==> config.mk <==
export PLATFORM = sky130hd
export DESIGN_NAME = hazard_unit
export DESIGN_NICKNAME = d
export VERILOG_FILES = /design/src/rtl/hazard_unit.sv
export SDC_FILE = /design/constraint.sdc
export NUM_CORES = 1
export LEC_CHECK = 0
export CAP_MARGIN = 10
export CORE_MARGIN = 3
export CORE_UTILIZATION = 40
export CTS_BUF_LIST = sky130_fd_sc_hd__clkbuf_16
export DETAILED_ROUTE_END_ITERATION = 8
export GPL_TIMING_DRIVEN = 0
export HOLD_SLACK_MARGIN = 0.06
export PLACE_DENSITY = 0.83
export RECOVER_POWER = 50
export SKIP_CTS_REPAIR_TIMING = 1
export SLEW_MARGIN = 20
export SYNTH_ARGS = -nofsm -noshare
export SYNTH_HDL_FRONTEND = slang
export SYNTH_SLANG_ARGS = --single-unit
export TNS_END_PERCENT = 20
==> constraint.sdc <==
create_clock -name clk_i -period 3.95 [get_ports clk_i]
set_input_delay 0.79 -clock clk_i [delete_from_list [all_inputs] [get_ports clk_i]]
set_output_delay 0.79 -clock clk_i [all_outputs]
set_load 0.02 [all_outputs]
==> src/rtl/hazard_unit.sv <==
// ID/EX pipeline control: load-use, redirect and memory-wait hazard resolution,
// EX-stage operand forwarding selects, and saturating debug event counters.
module hazard_unit #(
    parameter int Width = 32
) (
    input  logic             clk_i,
    input  logic             rst_ni,
    input  logic [Width-1:0] inst_ID,
    input  logic [Width-1:0] inst_EX,
    input  logic             RegWEn_EX,
    input  logic [1:0]       WBSel_EX,
    input  logic             PCSel_EX,
    input  logic [Width-1:0] inst_MEM,
    input  logic             RegWEn_MEM,
    input  logic [Width-1:0] inst_WB,
    input  logic             RegWEn_WB,
    input  logic             mem_stall_i,
    output logic             stall_pc_o,
    output logic             stall_ifid_o,
    output logic             bubble_idex_o,
    output logic             hold_idex_o,
    output logic             flush_ifid_o,
    output logic [1:0]       fwdA_o,
    output logic [1:0]       fwdB_o,
    output logic [Width-1:0] bubble_cnt_o,
    output logic [Width-1:0] flush_cnt_o
);

    typedef enum logic [1:0] {
        RUN       = 2'b00,
        LU_BUBBLE = 2'b01,
        MEM_HOLD  = 2'b10
    } state_t;

    state_t           state_reg, state_next;
    logic [Width-1:0] bubble_cnt_reg, bubble_cnt_next;
    logic [Width-1:0] flush_cnt_reg, flush_cnt_next;

    logic [4:0] rs1_id, rs2_id, rd_ex, rs1_ex, rs2_ex, rd_mem, rd_wb;
    logic [6:0] op_id, op_ex;
    logic       rs1_used_id, rs2_used_id, rs1_used_ex, rs2_used_ex;
    logic       load_use;

    logic stall_c, bubble_c, hold_c, flush_c, bubble_inc, flush_inc;
    logic [1:0] fwd_a_c, fwd_b_c;

    logic unused_inst_bits;
    assign unused_inst_bits = ^{inst_ID[Width-1:25], inst_ID[14:7],
                                inst_EX[Width-1:25], inst_EX[14:12],
                                inst_MEM[Width-1:12], inst_MEM[6:0],
                                inst_WB[Width-1:12], inst_WB[6:0]};

    function automatic logic uses_rs1(input logic [6:0] op);
        return !(op == 7'b0110111 || op == 7'b0010111 || op == 7'b1101111);
    endfunction

    function automatic logic uses_rs2(input logic [6:0] op);
        return (op == 7'b0110011 || op == 7'b0100011 || op == 7'b1100011);
    endfunction

    assign op_id  = inst_ID[6:0];
    assign rs1_id = inst_ID[19:15];
    assign rs2_id = inst_ID[24:20];
    assign op_ex  = inst_EX[6:0];
    assign rd_ex  = inst_EX[11:7];
    assign rs1_ex = inst_EX[19:15];
    assign rs2_ex = inst_EX[24:20];
    assign rd_mem = inst_MEM[11:7];
    assign rd_wb  = inst_WB[11:7];

    assign rs1_used_id = uses_rs1(op_id);
    assign rs2_used_id = uses_rs2(op_id);
    assign rs1_used_ex = uses_rs1(op_ex);
    assign rs2_used_ex = uses_rs2(op_ex);

    assign load_use = RegWEn_EX && (WBSel_EX == 2'b00) && (rd_ex != 5'd0) &&
                      ((rs1_used_id && rd_ex == rs1_id) ||
                       (rs2_used_id && rd_ex == rs2_id));

    // x0 is excluded up front, so the rd!=0 checks fold into rs!=0.
    function automatic logic [1:0] fwd_sel(input logic [4:0] rs, input logic used,
                                           input logic wen_mem, input logic [4:0] rdm,
                                           input logic wen_wb, input logic [4:0] rdw);
        if (!used || rs == 5'd0)      return 2'b00;
        else if (wen_mem && rdm == rs) return 2'b01;
        else if (wen_wb && rdw == rs)  return 2'b10;
        else                           return 2'b00;
    endfunction

    assign fwd_a_c = fwd_sel(rs1_ex, rs1_used_ex, RegWEn_MEM, rd_mem, RegWEn_WB, rd_wb);
    assign fwd_b_c = fwd_sel(rs2_ex, rs2_used_ex, RegWEn_MEM, rd_mem, RegWEn_WB, rd_wb);

    always_comb begin
        state_next = RUN;
        stall_c    = 1'b0;
        bubble_c   = 1'b0;
        hold_c     = 1'b0;
        flush_c    = 1'b0;
        bubble_inc = 1'b0;
        flush_inc  = 1'b0;
        if (PCSel_EX) begin
            flush_c   = 1'b1;
            bubble_c  = 1'b1;
            flush_inc = 1'b1;
        end else if (mem_stall_i) begin
            stall_c    = 1'b1;
            hold_c     = 1'b1;
            state_next = MEM_HOLD;
        end else if (load_use) begin
            // A repeat hazard while EX already holds our bubble is not a new event.
            stall_c    = 1'b1;
            bubble_c   = 1'b1;
            bubble_inc = (state_reg != LU_BUBBLE);
            state_next = LU_BUBBLE;
        end
    end

    always_comb begin
        bubble_cnt_next = bubble_cnt_reg;
        flush_cnt_next  = flush_cnt_reg;
        if (bubble_inc && bubble_cnt_reg != {Width{1'b1}})
            bubble_cnt_next = bubble_cnt_reg + Width'(1);
        if (flush_inc && flush_cnt_reg != {Width{1'b1}})
            flush_cnt_next = flush_cnt_reg + Width'(1);
    end

    always_ff @(posedge clk_i or negedge rst_ni) begin
        if (!rst_ni) begin
            state_reg      <= RUN;
            bubble_cnt_reg <= '0;
            flush_cnt_reg  <= '0;
        end else begin
            state_reg      <= state_next;
            bubble_cnt_reg <= bubble_cnt_next;
            flush_cnt_reg  <= flush_cnt_next;
        end
    end

    assign stall_pc_o    = rst_ni & stall_c;
    assign stall_ifid_o  = rst_ni & stall_c;
    assign bubble_idex_o = rst_ni & bubble_c;
    assign hold_idex_o   = rst_ni & hold_c;
    assign flush_ifid_o  = rst_ni & flush_c;
    assign fwdA_o        = rst_ni ? fwd_a_c : 2'b00;
    assign fwdB_o        = rst_ni ? fwd_b_c : 2'b00;
    assign bubble_cnt_o  = bubble_cnt_reg;
    assign flush_cnt_o   = flush_cnt_reg;

endmodule

# == Word-level counts from Yosys, hierarchy flattened ==
# Cells that the tools add are included.
# W data, S select, Z words.
# word_totals
ff_bits,66
out_inout_bits,73
wordCells,80
# classes
n_mux,22
n_addsub,2
eq_ne,21
n_bitwise,4
n_reduce_logical,28
# ops
op,n
$add A32 B1 Y32 const B,2
$ne A32 B32 Y1 const B,2
$eq A7 B6 Y1 const B,6
$eq A5 B5 Y1,6
$eq A7 B7 Y1 const B,4
$mux W2,10
$eq A7 B5 Y1 const B,2
$mux W1,12
$logic_and A1 B1 Y1,11
$logic_or A1 B1 Y1,11
$logic_not A5 Y1,2
$reduce_bool A5 Y1,1
$and A1 B1 Y1,4
$logic_not A1 Y1,2
$logic_not A2 Y1,1
$ne A2 B1 Y1 const B,1

# == Depth between registers and ports, before layout ==
# logic_depth
word_depth,11
depth_mapped,8

# == Worst setup path before layout ==
# OpenSTA, ideal clock, no wires.
# synth_path
path_type,input-to-output
startpoint,input inst_EX[8]
endpoint,output stall_pc_o
t_arrival_ns,2.496
slack_ns,0.664
cell_stages,7
path_buffers,2
path_cell_list,or4_1 -> o211ai_1 -> nand4b_1 -> o41ai_2 -> clkbuf_1 -> o211a_1 -> buf_4
# synth_via
elab_chain_len,8
word_cells_on_any_way,12
classes_between,2 x eq/ne; 3 x mux; 1 x bitwise; 6 x reduce/logical
# synth_lines
item,line,source
"start, declared",9,"input logic [Width-1:0] inst_EX,"
$eq A5 B5 Y1 (on tied branches),"77, 78",
$logic_and A1 B1 Y1 (on tied branches),"77, 78",
$logic_or A1 B1 Y1,77,((rs1_used_id && rd_ex == rs1_id) ||
$logic_and A1 B1 Y1 *,76,assign load_use = RegWEn_EX && (WBSel_EX == 2'b00) && (rd_ex != 5'd0) &&
$mux W1 *,109,end else if (load_use) begin
$mux W1 *,105,end else if (mem_stall_i) begin
$mux W1 *,101,if (PCSel_EX) begin
$and A1 B1 Y1 *,-,
"end, declared",18,"output logic stall_pc_o,"
# Every way passes the cells marked *; elsewhere a longest branch is shown, timed or not.

# == Worst setup path in the final report ==
# layout_path
startpoint,input inst_EX[10]
endpoint,output stall_pc_o
# layout_via
elab_chain_len,8
word_cells_on_any_way,12
classes_between,2 x eq/ne; 3 x mux; 1 x bitwise; 6 x reduce/logical
# layout_lines
item,line,source
$eq A5 B5 Y1 (on tied branches),"77, 78",
$logic_and A1 B1 Y1 (on tied branches),"77, 78",
$logic_or A1 B1 Y1,77,
$logic_and A1 B1 Y1 *,76,
$mux W1 *,109,
$mux W1 *,105,
$mux W1 *,101,
$and A1 B1 Y1 *,139,assign stall_pc_o = rst_ni & stall_c;
# Marked as above.

==> flow_summary_export.csv <==
group,metric,value,unit
yosys,synth_common_cells,"66 x dfrtp_1, 60 x xnor2_1, 39 x nand2_1",
timing,finalCritPeriodShare,0.981,
cts,clkTransAtPathRegs,0.06,ns
critical_path,cp-end-kind,"output port",
cts,clockRootBuffer,"clkbuf_16",
critical_path,critPathLaunchType,"input pin",
timing,holdWs,0.358,ns
detailed_routing,finalWirelength,10.7,mm
critical_path,required,3.16,ns
timing,finalMaxSlewViolations,0,
yosys,synth_fp_nets,528,
critical_path,cp_max_fo,10,
hold_path,hp-class,"input pin to asynchronous set/reset pin",
detailed_routing,route.detailed.drc,0,
grt,grt_max_degree,51,
yosys,syn_avg_cell_area,9.77,um^2
pwr,p_int,1.49,mW
die,die_h,103,um
critical_path,arrival,3.09,ns
detailed_routing,ant_nets,0,
pwr,finalPower,1.99,mW
cells_and_area,seq_area,0.00165,mm^2
detailed_routing,vias,3588,
die,rows,34,
grt,grt_util_all_layers,0.204,
cts,cts_buffers,9,
timing,skew,0.00990,ns
yosys,ys_warn_count,0,
detailed_routing,wl_per_cell,16.2,um
cts,insertion_delay,0.33,ns
pwr,p_clk_frac,0.460,
detailed_routing,drt-pass1-iter-count,5,
cells_and_area,fillers,739,
die,initial_utilization,0.423,
critical_path,critPathMaxStageDelay,0.51,ns
yosys,synth-edff-count,0,
cts,clock_path_buffers,2,
job,maxCapViolations,0,
cells_and_area,multi_input_area,0.00209,mm^2
yosys,synthFlopType,"dfrtp_1",
die,fp.dieArea,0.0107,mm^2
run_status,status,"finished, final reports clean",
pwr,total_leakage_power,2.41,nW
yosys,ys_async_sr_fraction,1.00,
grt,grt_pass1_vias,3617,
critical_path,reg2reg_slack,1.20,ns
timing,rsz0062_at_grt,"false",
grt,gr-total-overflow,0,
yosys,synth.top_cells.by_area,"dfrtp_1 43%, xnor2_1 14%, xor2_1 7.1%",
critical_path,worst_path_most_repeated_cell,"buf_4",
pwr,seqPwrFrac,0.381,
cells_and_area,area_growth,48.7,%
yosys,netlist.area_leader.share,0.435,
place,port_buffers,129,
pwr,p_sw,0.503,mW
yosys,ys_seq_area_frac,0.435,
timing,setup_tns,0,ns
timing,setup_viol,0,
timing,final.min_clock_period,3.88,ns
pwr,swShare,0.253,
place,gp_congestion,0.876,
yosys,postSynthCellCount,389,
yosys,synth.largest_area_cell,"dfrtp_1",
yosys,netlist_area,0.00380,mm^2
critical_path,crit_path_top_delay_cell,"or4_4",
place,dpl.hpwl,8.17,mm
grt,grt_pass1_wl,17.3,mm
die,pin_count,210,
yosys,synth_cell_types,42,
cts,cts_tree,"done",
critical_path,critical_path_class,"input pin to output port",
die,core-area,0.00898,mm^2
cts,cts_max_level,3,
cells_and_area,diodes,0,
timing,slew_headroom,0.206,
cells_and_area,drive_above_1_share,0.0596,
detailed_routing,first_iter_violations,99,
die,die_x,103,um
pwr,power_density,352,mW/mm^2
pwr,pwr-share-comb,0.159,
cts,cts_sinks,66,
place,place_area,0.00527,mm^2
cells_and_area,final_net_count,671,
detailed_routing,viasPerCell,5.41,
grt,antenna_found_initial,0,
cells_and_area,fin_area,0.00565,mm^2
timing,fmax,258,MHz
timing,hold_viol,0,
yosys,synth_seq_cells,66,
pwr,vdd.ir_drop.worst,263,uV
yosys,yosysMostFrequentCell,"dfrtp_1",
timing,worst_slew_pin_slew,1.17,ns
critical_path,path_cells,"clkdlybuf4s50_1 > or4_4 > o211ai_1 > nand4b_1 > o41ai_4 > buf_4 > o211a_1 > buf_4 > dlymetal6s2s_1",
-- final timing paths --
path,cells past startpoint,end,from
setup / recovery,9,stall_pc_o,inst_EX[10]
hold / removal,1,bubble_cnt_o[24],rst_ni
setup reg to reg,6,flush_cnt_o[23],flush_cnt_o[3]
hold reg to reg,1,flush_cnt_o[6],flush_cnt_o[6]
max in group asynchronous,2,flush_cnt_o[8],rst_ni
min in group clk_i,1,flush_cnt_o[6],flush_cnt_o[6]
-- logic make-up after synthesis --
logic type | Yosys count | share of synthesized area
and+or+nand+nor | 199 | 0.294
xor gates and xnor gates | 91 | 0.210
DFF | 66 | 0.435
AOI/OAI and AO/OA | 16 | 0.0369
buffers and inverters | 14 | 0.0152
adders and majority gates | 2 | 0.00659
muxes | 1 | 0.00296
-- cell usage in the layout (no fill, tap or decap), types with 2 or more instances in the layout --
cell type,netlist,final
nor2_1,15,15
and2_1,4,4
xnor2_1,60,60
clkdlybuf4s50_1,0,101
dfrtp_1,66,66
clkinv_4,0,2
a21oi_1,4,4
nand4_1,23,23
nand3_2,2,2
nor3_1,20,20
nand4b_1,2,2
o21a_1,2,2
nand2_1,39,39
nor3b_1,3,3
bufinv_16,0,3
dlymetal6s2s_1,0,5
nand3_1,37,37
clkbuf_1,7,6
xor2_1,31,31
buf_4,1,5
inv_1,5,6
or4_4,2,3
and4_1,6,6
and3_1,22,22
ha_1,2,2
nor2b_1,4,4
or3_1,2,2
nor4_1,10,10
dlygate4sd3_1,0,22
clkbuf_16,0,9
-- power by group through the flow --
stage	combinational, mW	clock, mW	sequential (mW)
6_report	0.317	0.916	0.757
5_1_grt	0.344	0.955	0.764
4_1_cts	0.323	0.922	0.758
3_5_place_dp	0.321	0	0.769
3_3_place_gp	0.310	0	0.767
2_1_floorplan	0.0970	0	0.801
-- per-layer routing --
layer	vias to the layer above	wire length, um	GRT usage
li1	1685	-	-
met1	1724	4510	0.268
met2	163	5240	0.336
met3	16	828	0.0416
met4	0	150	0.0667
met5	-	0	0
-- metrics by stage --
stage	utilization	cells	setup WS, ns
2_1_floorplan	-	389	0.664
3_3_place_gp	0.585	644	-1.58
6_report	0.629	663	0.0739
5_1_grt	0.629	663	0.00858
3_5_place_dp	0.587	645	-0.705
4_1_cts	0.626	661	-0.716
-- critical path, delay by kind of cell --
family                 cells  cell delay (ns)
AND/OR/NAND/NOR            2             0.71
AO/OA/AOI/OAI              3             0.59
buffers and inverters      4             0.99
-- cell type report --
type / count / share of cell area
Clock inverter: 7 / 0.0210
Multi-Input combinational cell: 309 / 0.370
Clock buffer: 9 / 0.0399
Inverter: 5 / 0.00332
Buffer: 9 / 0.00753
Tap cell: 126 / 0.0279
Sequential cell: 66 / 0.292
Timing Repair Buffer: 132 / 0.238
Power figures use the tool's default switching activity.
